File: src/rtl/word2byte_pkt.sv
// Serialises 16-bit words into framed bytes: header, hi/lo payload bytes, 8-bit checksum.
// Single-word holding register; all byte-side outputs decoded from registered state.
module word2byte_pkt #(
    parameter int unsigned PKT_WORDS = 4,
    parameter logic [7:0]  HEAD_BYTE = 8'h55
) (
    input  logic        clk,
    input  logic        rst_n,
    input  logic [15:0] din,
    input  logic        din_vld,
    output logic        b_rdy,
    output logic [7:0]  dout,
    output logic        dout_vld,
    input  logic        dout_rdy,
    output logic        dout_sop,
    output logic        dout_eop
);

    typedef enum logic [2:0] {IDLE, HEAD, HI, LO, SUM} state_t;

    localparam logic [7:0] LAST_WORD = 8'(PKT_WORDS - 1);

    state_t      state_q, state_d;
    logic [15:0] word_q;
    logic        word_full_q, word_full_d;
    logic        live_q;
    logic [7:0]  sum_q, sum_d;
    logic [7:0]  cnt_q, cnt_d;
    logic        accept;

    // live_q keeps b_rdy low until the first edge after reset release
    assign b_rdy  = live_q & ~word_full_q;
    assign accept = din_vld & b_rdy;

    always_ff @(posedge clk or negedge rst_n) begin
        if (!rst_n) begin
            state_q     <= IDLE;
            word_q      <= '0;
            word_full_q <= 1'b0;
            live_q      <= 1'b0;
            sum_q       <= '0;
            cnt_q       <= '0;
        end else begin
            state_q     <= state_d;
            word_full_q <= word_full_d;
            live_q      <= 1'b1;
            sum_q       <= sum_d;
            cnt_q       <= cnt_d;
            if (accept) begin
                word_q <= din;
            end
        end
    end

    always_comb begin
        state_d     = state_q;
        sum_d       = sum_q;
        cnt_d       = cnt_q;
        word_full_d = word_full_q;
        dout        = '0;
        dout_vld    = 1'b0;
        dout_sop    = 1'b0;
        dout_eop    = 1'b0;

        if (accept) begin
            word_full_d = 1'b1;
        end

        case (state_q)
            IDLE: begin
                if (word_full_q) begin
                    state_d = HEAD;
                    sum_d   = '0;
                    cnt_d   = '0;
                end
            end
            HEAD: begin
                dout     = HEAD_BYTE;
                dout_vld = 1'b1;
                dout_sop = 1'b1;
                if (dout_rdy) begin
                    state_d = HI;
                end
            end
            HI: begin
                dout     = word_q[15:8];
                dout_vld = word_full_q;
                if (word_full_q && dout_rdy) begin
                    state_d = LO;
                    sum_d   = sum_q + word_q[15:8];
                end
            end
            LO: begin
                // word_full is always set here, so no accept can collide with the clear
                dout     = word_q[7:0];
                dout_vld = 1'b1;
                if (dout_rdy) begin
                    sum_d       = sum_q + word_q[7:0];
                    word_full_d = 1'b0;
                    if (cnt_q == LAST_WORD) begin
                        state_d = SUM;
                    end else begin
                        state_d = HI;
                        cnt_d   = cnt_q + 8'd1;
                    end
                end
            end
            SUM: begin
                dout     = sum_q;
                dout_vld = 1'b1;
                dout_eop = 1'b1;
                if (dout_rdy) begin
                    state_d = IDLE;
                end
            end
            default: state_d = IDLE;
        endcase
    end

endmodule

File: config.mk
export PLATFORM = sky130hd
export DESIGN_NAME = word2byte_pkt
export DESIGN_NICKNAME = d
export VERILOG_FILES = /design/src/rtl/word2byte_pkt.sv
export SDC_FILE = /design/constraint.sdc
export NUM_CORES = 1
export LEC_CHECK = 0
export CORE_UTILIZATION = 45
export CTS_CLUSTER_DIAMETER = 40
export CTS_CLUSTER_SIZE = 28
export DETAILED_ROUTE_END_ITERATION = 12
export PLACE_DENSITY = 0.75
export SETUP_SLACK_MARGIN = 0.02
export SYNTH_ARGS = -nofsm -noshare
export SYNTH_HDL_FRONTEND = slang
export SYNTH_SLANG_ARGS = --single-unit
File: constraint.sdc
create_clock -name clk -period 3.18 [get_ports clk]
set_input_delay 0.318 -clock clk [delete_from_list [all_inputs] [get_ports clk]]
set_output_delay 0.318 -clock clk [all_outputs]
set_load 0.02 [all_outputs]
## Yosys cells after proc, flatten, opt, wreduce, memory -nomap -nowiden

Index checks and enable logic that the tools add are counted.

| storage, ports and cells | value |
|---|---|
| flip-flop bits (word level) | 37 |

| operators by class | value |
|---|---|
| $add $sub $neg | 3 |
| eq/ne operators | 11 |
| mux-type cells | 21 |
| bitwise operators | 3 |
| reduce and logical (&&, ||, !) cells | 8 |

Operators by type and width:

| cell | count |
|---|---|
| $mux W8 | 5 |
| $pmux W8 S4 | 1 |
| $pmux W8 S3 | 1 |
| $mux W3 | 6 |
| $add A8 B8 Y8 | 2 |
| $pmux W8 S2 | 1 |
| $pmux W3 S5 | 1 |
| $ne A2 B2 Y1 const B | 6 |
| $add A8 B1 Y8 const B | 1 |
| $eq A8 B2 Y1 const B | 1 |
| $reduce_and A4 Y1 | 2 |
| $eq A3 B2 Y1 const B | 2 |
| $mux W1 | 5 |
| $reduce_and A5 Y1 | 1 |
| $eq A3 B1 Y1 const B | 1 |
| $eq A3 B3 Y1 const B | 1 |
| $logic_not A3 Y1 | 1 |
| $reduce_bool A3 Y1 | 1 |
| $reduce_or A3 Y1 | 1 |
| $and A1 B1 Y1 | 2 |
| $pmux W1 S2 | 1 |
| $reduce_bool A2 Y1 | 1 |
| $logic_and A1 B1 Y1 | 1 |
| $not A1 Y1 | 1 |

## Depth between registers and ports, before layout

| depth | value |
|---|---|
| depth after elaboration | 6 |
| gate-level depth with buffers | 14 |
| gate-level depth less buffers | 12 |

## Worst setup path before layout

No wires, ideal clock.

| timing path | value |
|---|---|
| path type | reg2reg |
| start | register state_q[1] |
| end | register sum_q[6] |
| setup time | 0.122 ns |
| arrival | 2.475 ns |
| data required time | 3.058 ns |
| path slack | 0.583 ns |
| stages on the path, launching flop included | 13 |
| period minus slack after synthesis | 2.597 ns |
| cell sequence | dfrtp_1 -> buf_4 -> buf_2 -> nand2_1 -> nor2_1 -> nand2_1 -> nand2_1 -> ha_1 -> nor2b_1 -> o31a_1 -> o21a_1 -> or3_1 -> a32o_1 |

| between the ends | value |
|---|---|
| cells in the longest elaborated chain, start to end | 3 |

Ends and longest elaborated chain:

| element | line | text |
|---|---|---|
| start, declared | 23 | `state_t state_q, state_d;` |
| start signal, assigned | 44 | `state_q <= state_d;` |
| $eq A3 B2 Y1 / $logic_not A3 Y1 (equally long branches) | 69 | `case (state_q)` |
| $ne A2 B2 Y1 (no source line) / $reduce_bool A3 Y1 (equally long branches) | -- |  |
| $reduce_and A4 Y1 (no source line) | -- |  |
| end signal, assigned | 47 | `sum_q <= sum_d;` |
| end, declared | 27 | `logic [7:0] sum_q, sum_d;` |

Parallel ways exist; a longest one is shown, timed or not.
A chain may end at the register's enable or synchronous reset.

## Worst setup path in the final report

| timing path | value |
|---|---|
| start | register state_q[2] |
| end | output port dout[4] |

| between the ends | value |
|---|---|
| cells in the longest elaborated chain, start to end | 2 |

Ends and longest elaborated chain:

| element | line | text |
|---|---|---|
| $eq A3 B3 Y1, or another cell as far along | 69 |  |
| $pmux W8 S4 (*) | 69 |  |
| end, declared | 12 | `output logic [7:0] dout,` |

Mark *: on every way between the ends. The rest lies on a longest branch, timed or not.

==> flow_metrics.py <==
metrics = {
    "run_status": {
        "status": "finished, final reports clean",
    },
    "synthesis": {
        "ys_seq_area_share_pct": 44.1,
        "synth-edff-count": 0,
        "synth.ff_latch_count": 37,
        "async_flop_share_pct": 100,
        "muxShareOfSynthArea_pct": 10.1,
        "synth_common_cells": "nand2_1 (38), dfrtp_1 (37), mux2_2 (17)",
        "synth_fa_ha_area_share_pct": 5.72,
        "yosys.area_share.simple_pct": 19.7,
        "yosysTopAreaCell": "dfrtp_1",
        "yosys.area.top_type_share_pct": 44.1,
        "synth-main-ff-cell": "dfrtp_1",
        "ys_types": 43,
        "ys.warnings.count": 0,
        "synth_top_family_by_area": "simple AND/OR/NAND/NOR gates",
        "syn-cell-area_um2": 2100,
        "synth_compound_area_share_pct": 14.3,
        "syn_avg_cell_area_um2": 9.63,
        "syn_inst": 218,
        "synthTopCellsByArea": "dfrtp_1 (44%), mux2_2 (9.1%), nand2_1 (6.8%)",
        "synth.most_common_cell": "nand2_1",
        "synth_nets": 247,
        "synth_xor_area_share_pct": 3.34,
    },
    "pwr": {
        "power.density_nw_per_um2": 1080,
        "max-vdd-ir-drop_mv": 0.547,
        "p_leak_uw": 0.00111,
        "power_uw": 2750,
    },
    "sta": {
        "final_max_slew_viol_count": 0,
        "rsz0062_at_grt": "false",
        "finClkSkew_ns": 0.00663,
        "setup_viol": 0,
        "tns_ns": 0,
        "worstMarginPinSlew_ns": 0.806,
        "slew_headroom_pct": 46.3,
        "period_minus_slack_ns": 2.76,
        "hold_viol": 0,
        "period_share_pct": 86.6,
        "whs_ns": 0.101,
        "max_freq_ghz": 0.363,
    },
    "floorplanning": {
        "die_height_um": 70.3,
        "die_x_um": 70.3,
        "start_util_pct": 47.6,
        "die_area_um2": 4940,
        "ios": 32,
        "rows": 24,
        "core_area_um2": 4410,
    },
    "finish": {
        "finalInstanceArea_um2": 2540,
        "fill_cells": 371,
        "multi_input_area_um2": 1120,
        "nets": 280,
        "antenna_cells": 0,
        "seqCellArea_um2": 926,
        "fin_cells": 304,
        "drive_above_1_share_pct": 12.3,
        "area_delta_synth_final_pct": 21.0,
    },
    "clock_tree": {
        "cts_resized": 0,
        "clk_pin_slew_ns": 0.08,
        "clock_sinks": 37,
        "cts_root_buffer": "clkbuf_8",
        "worstSkewPairLatency_ns": 0.30,
        "cts.htree.levels": 2,
        "cts_made_buffers": 5,
        "tritoncts": "yes",
        "cts_setup_buffers": 0,
        "cts_buffer_depth": 2,
        "postCtsHoldBufs": 0,
    },
    "global_routing": {
        "grt_antenna_before_repair": 0,
        "grt_pass1_vias": 1619,
        "grt_max_degree": 38,
        "grt_first_pass_wirelength_um": 7660,
        "grt_overflow_total": 0,
        "track_usage_pct": 20.1,
    },
    "routing": {
        "wl_per_cell_um": 14.6,
        "drc": 0,
        "ant_nets": 0,
        "wl_um": 4440,
        "vias_per_cell": 5.53,
        "firstDrtPassIters": 4,
        "drt-initial-drc-count": 81,
        "vias": 1680,
    },
    "critical_path": {
        "arrival_ns": 2.44,
        "crit_fanout": 16,
        "crit_type": "flip-flop to primary output",
        "required_ns": 2.86,
        "cp-end-kind": "primary output",
        "r2r_cells": 11,
        "critPathLaunchType": "flip-flop",
    },
    "job": {
        "drv_cap": 0,
    },
    "placement": {
        "hpwl_um": 3320,
        "placed_cells": 296,
        "routabilityCongestion": 0.831,
        "postPlaceCellArea_um2": 2450,
        "io_buffers": 31,
    },
    "min_path": {
        "hp-class": "input port to asynchronous set/reset pin",
    },
}
## flip-flops by register name (all words and copies together), names as in the netlist
signal / flops
word_q: 16
word_full_q: 1
state_q: 3
sum_q: 8
cnt_q: 8
live_q: 1
## cells in the final DEF, fill, tap and decap left out, types with 2 or more instances in the layout
cell type	synthesis	final
a21o_1	2	2
mux2i_1	2	2
o21a_1	2	2
nor2_1	16	16
a22o_1	2	2
nand2b_1	3	3
mux2_2	17	17
inv_1	4	4
dfrtp_1	37	37
ha_1	8	8
xnor2_1	2	2
a21oi_1	12	12
nand2_1	38	38
xor2_1	6	6
clkbuf_8	0	5
o31ai_1	6	6
or3_1	4	4
buf_4	1	3
a31oi_1	2	2
clkinvlp_4	0	2
nand4_1	4	4
clkdlybuf4s50_1	0	30
a22oi_1	4	4
o21ai_0	11	11
nand3_1	4	4
nor2b_1	6	6
## power breakdown
part	internal (µW)	switching, µW	total (µW)
sequential	670	196	866
clock	154	177	332
combinational	747	804	1550
## worst max-delay path, stage by stage (launching register included)
cell and delay [ns]:
dfrtp_1 0.61, nor2b_1 0.39, nand2b_1 0.15, inv_1 0.16
nand2_1 0.09, o31ai_1 0.09, clkdlybuf4s50_1 0.65
## metrics by stage
stage,util (%),setup WS (ns)
2_1_floorplan,-,0.583
3_3_place_gp,55.6,0.544
3_5_place_dp,55.6,0.485
4_1_cts,57.6,0.413
5_1_grt,57.6,0.172
6_report,57.6,0.425
## path summary, 6_finish.rpt
path | from | slack [ns] | end
max | state_q[2]$_DFFE_PN0P_ | 0.42 | dout[4]
min | rst_n | 0.10 | sum_q[4]$_DFFE_PN0P_
max reg2reg | state_q[2]$_DFFE_PN0P_ | 0.44 | sum_q[6]$_DFFE_PN0P_
min reg2reg | live_q$_DFF_PN0_ | 0.51 | word_full_q$_DFF_PN0_
max in group asynchronous | rst_n | 2.56 | word_q[0]$_DFFE_PN0P_
min in group clk | live_q$_DFF_PN0_ | 0.51 | word_full_q$_DFF_PN0_
## final cells by class
type | instances | share of cell area, %
sequential | 37 | 36.4
clock inverter | 2 | 0.591
multi-input combinational | 169 | 44.1
inverter | 4 | 0.591
tap | 52 | 2.56
clock buffer | 6 | 2.86
timing repair buffer | 34 | 12.9
## cells by family after synthesis
family	after synthesis
AND/OR/NAND/NOR	85
flip-flops	37
adder cells (fa/ha/maj)	9
XOR/XNOR	8
AO/OA/AOI/OAI	47
other	1
buffers and inverters	12
multiplexers	19
## routing by layer
metal	wire, µm	GRT usage [%]
met3	162	5.92
met5	0	0
met4	83	8.00
met2	1950	28.5
met1	2240	28.6
(Power assumes the default switching activity.)
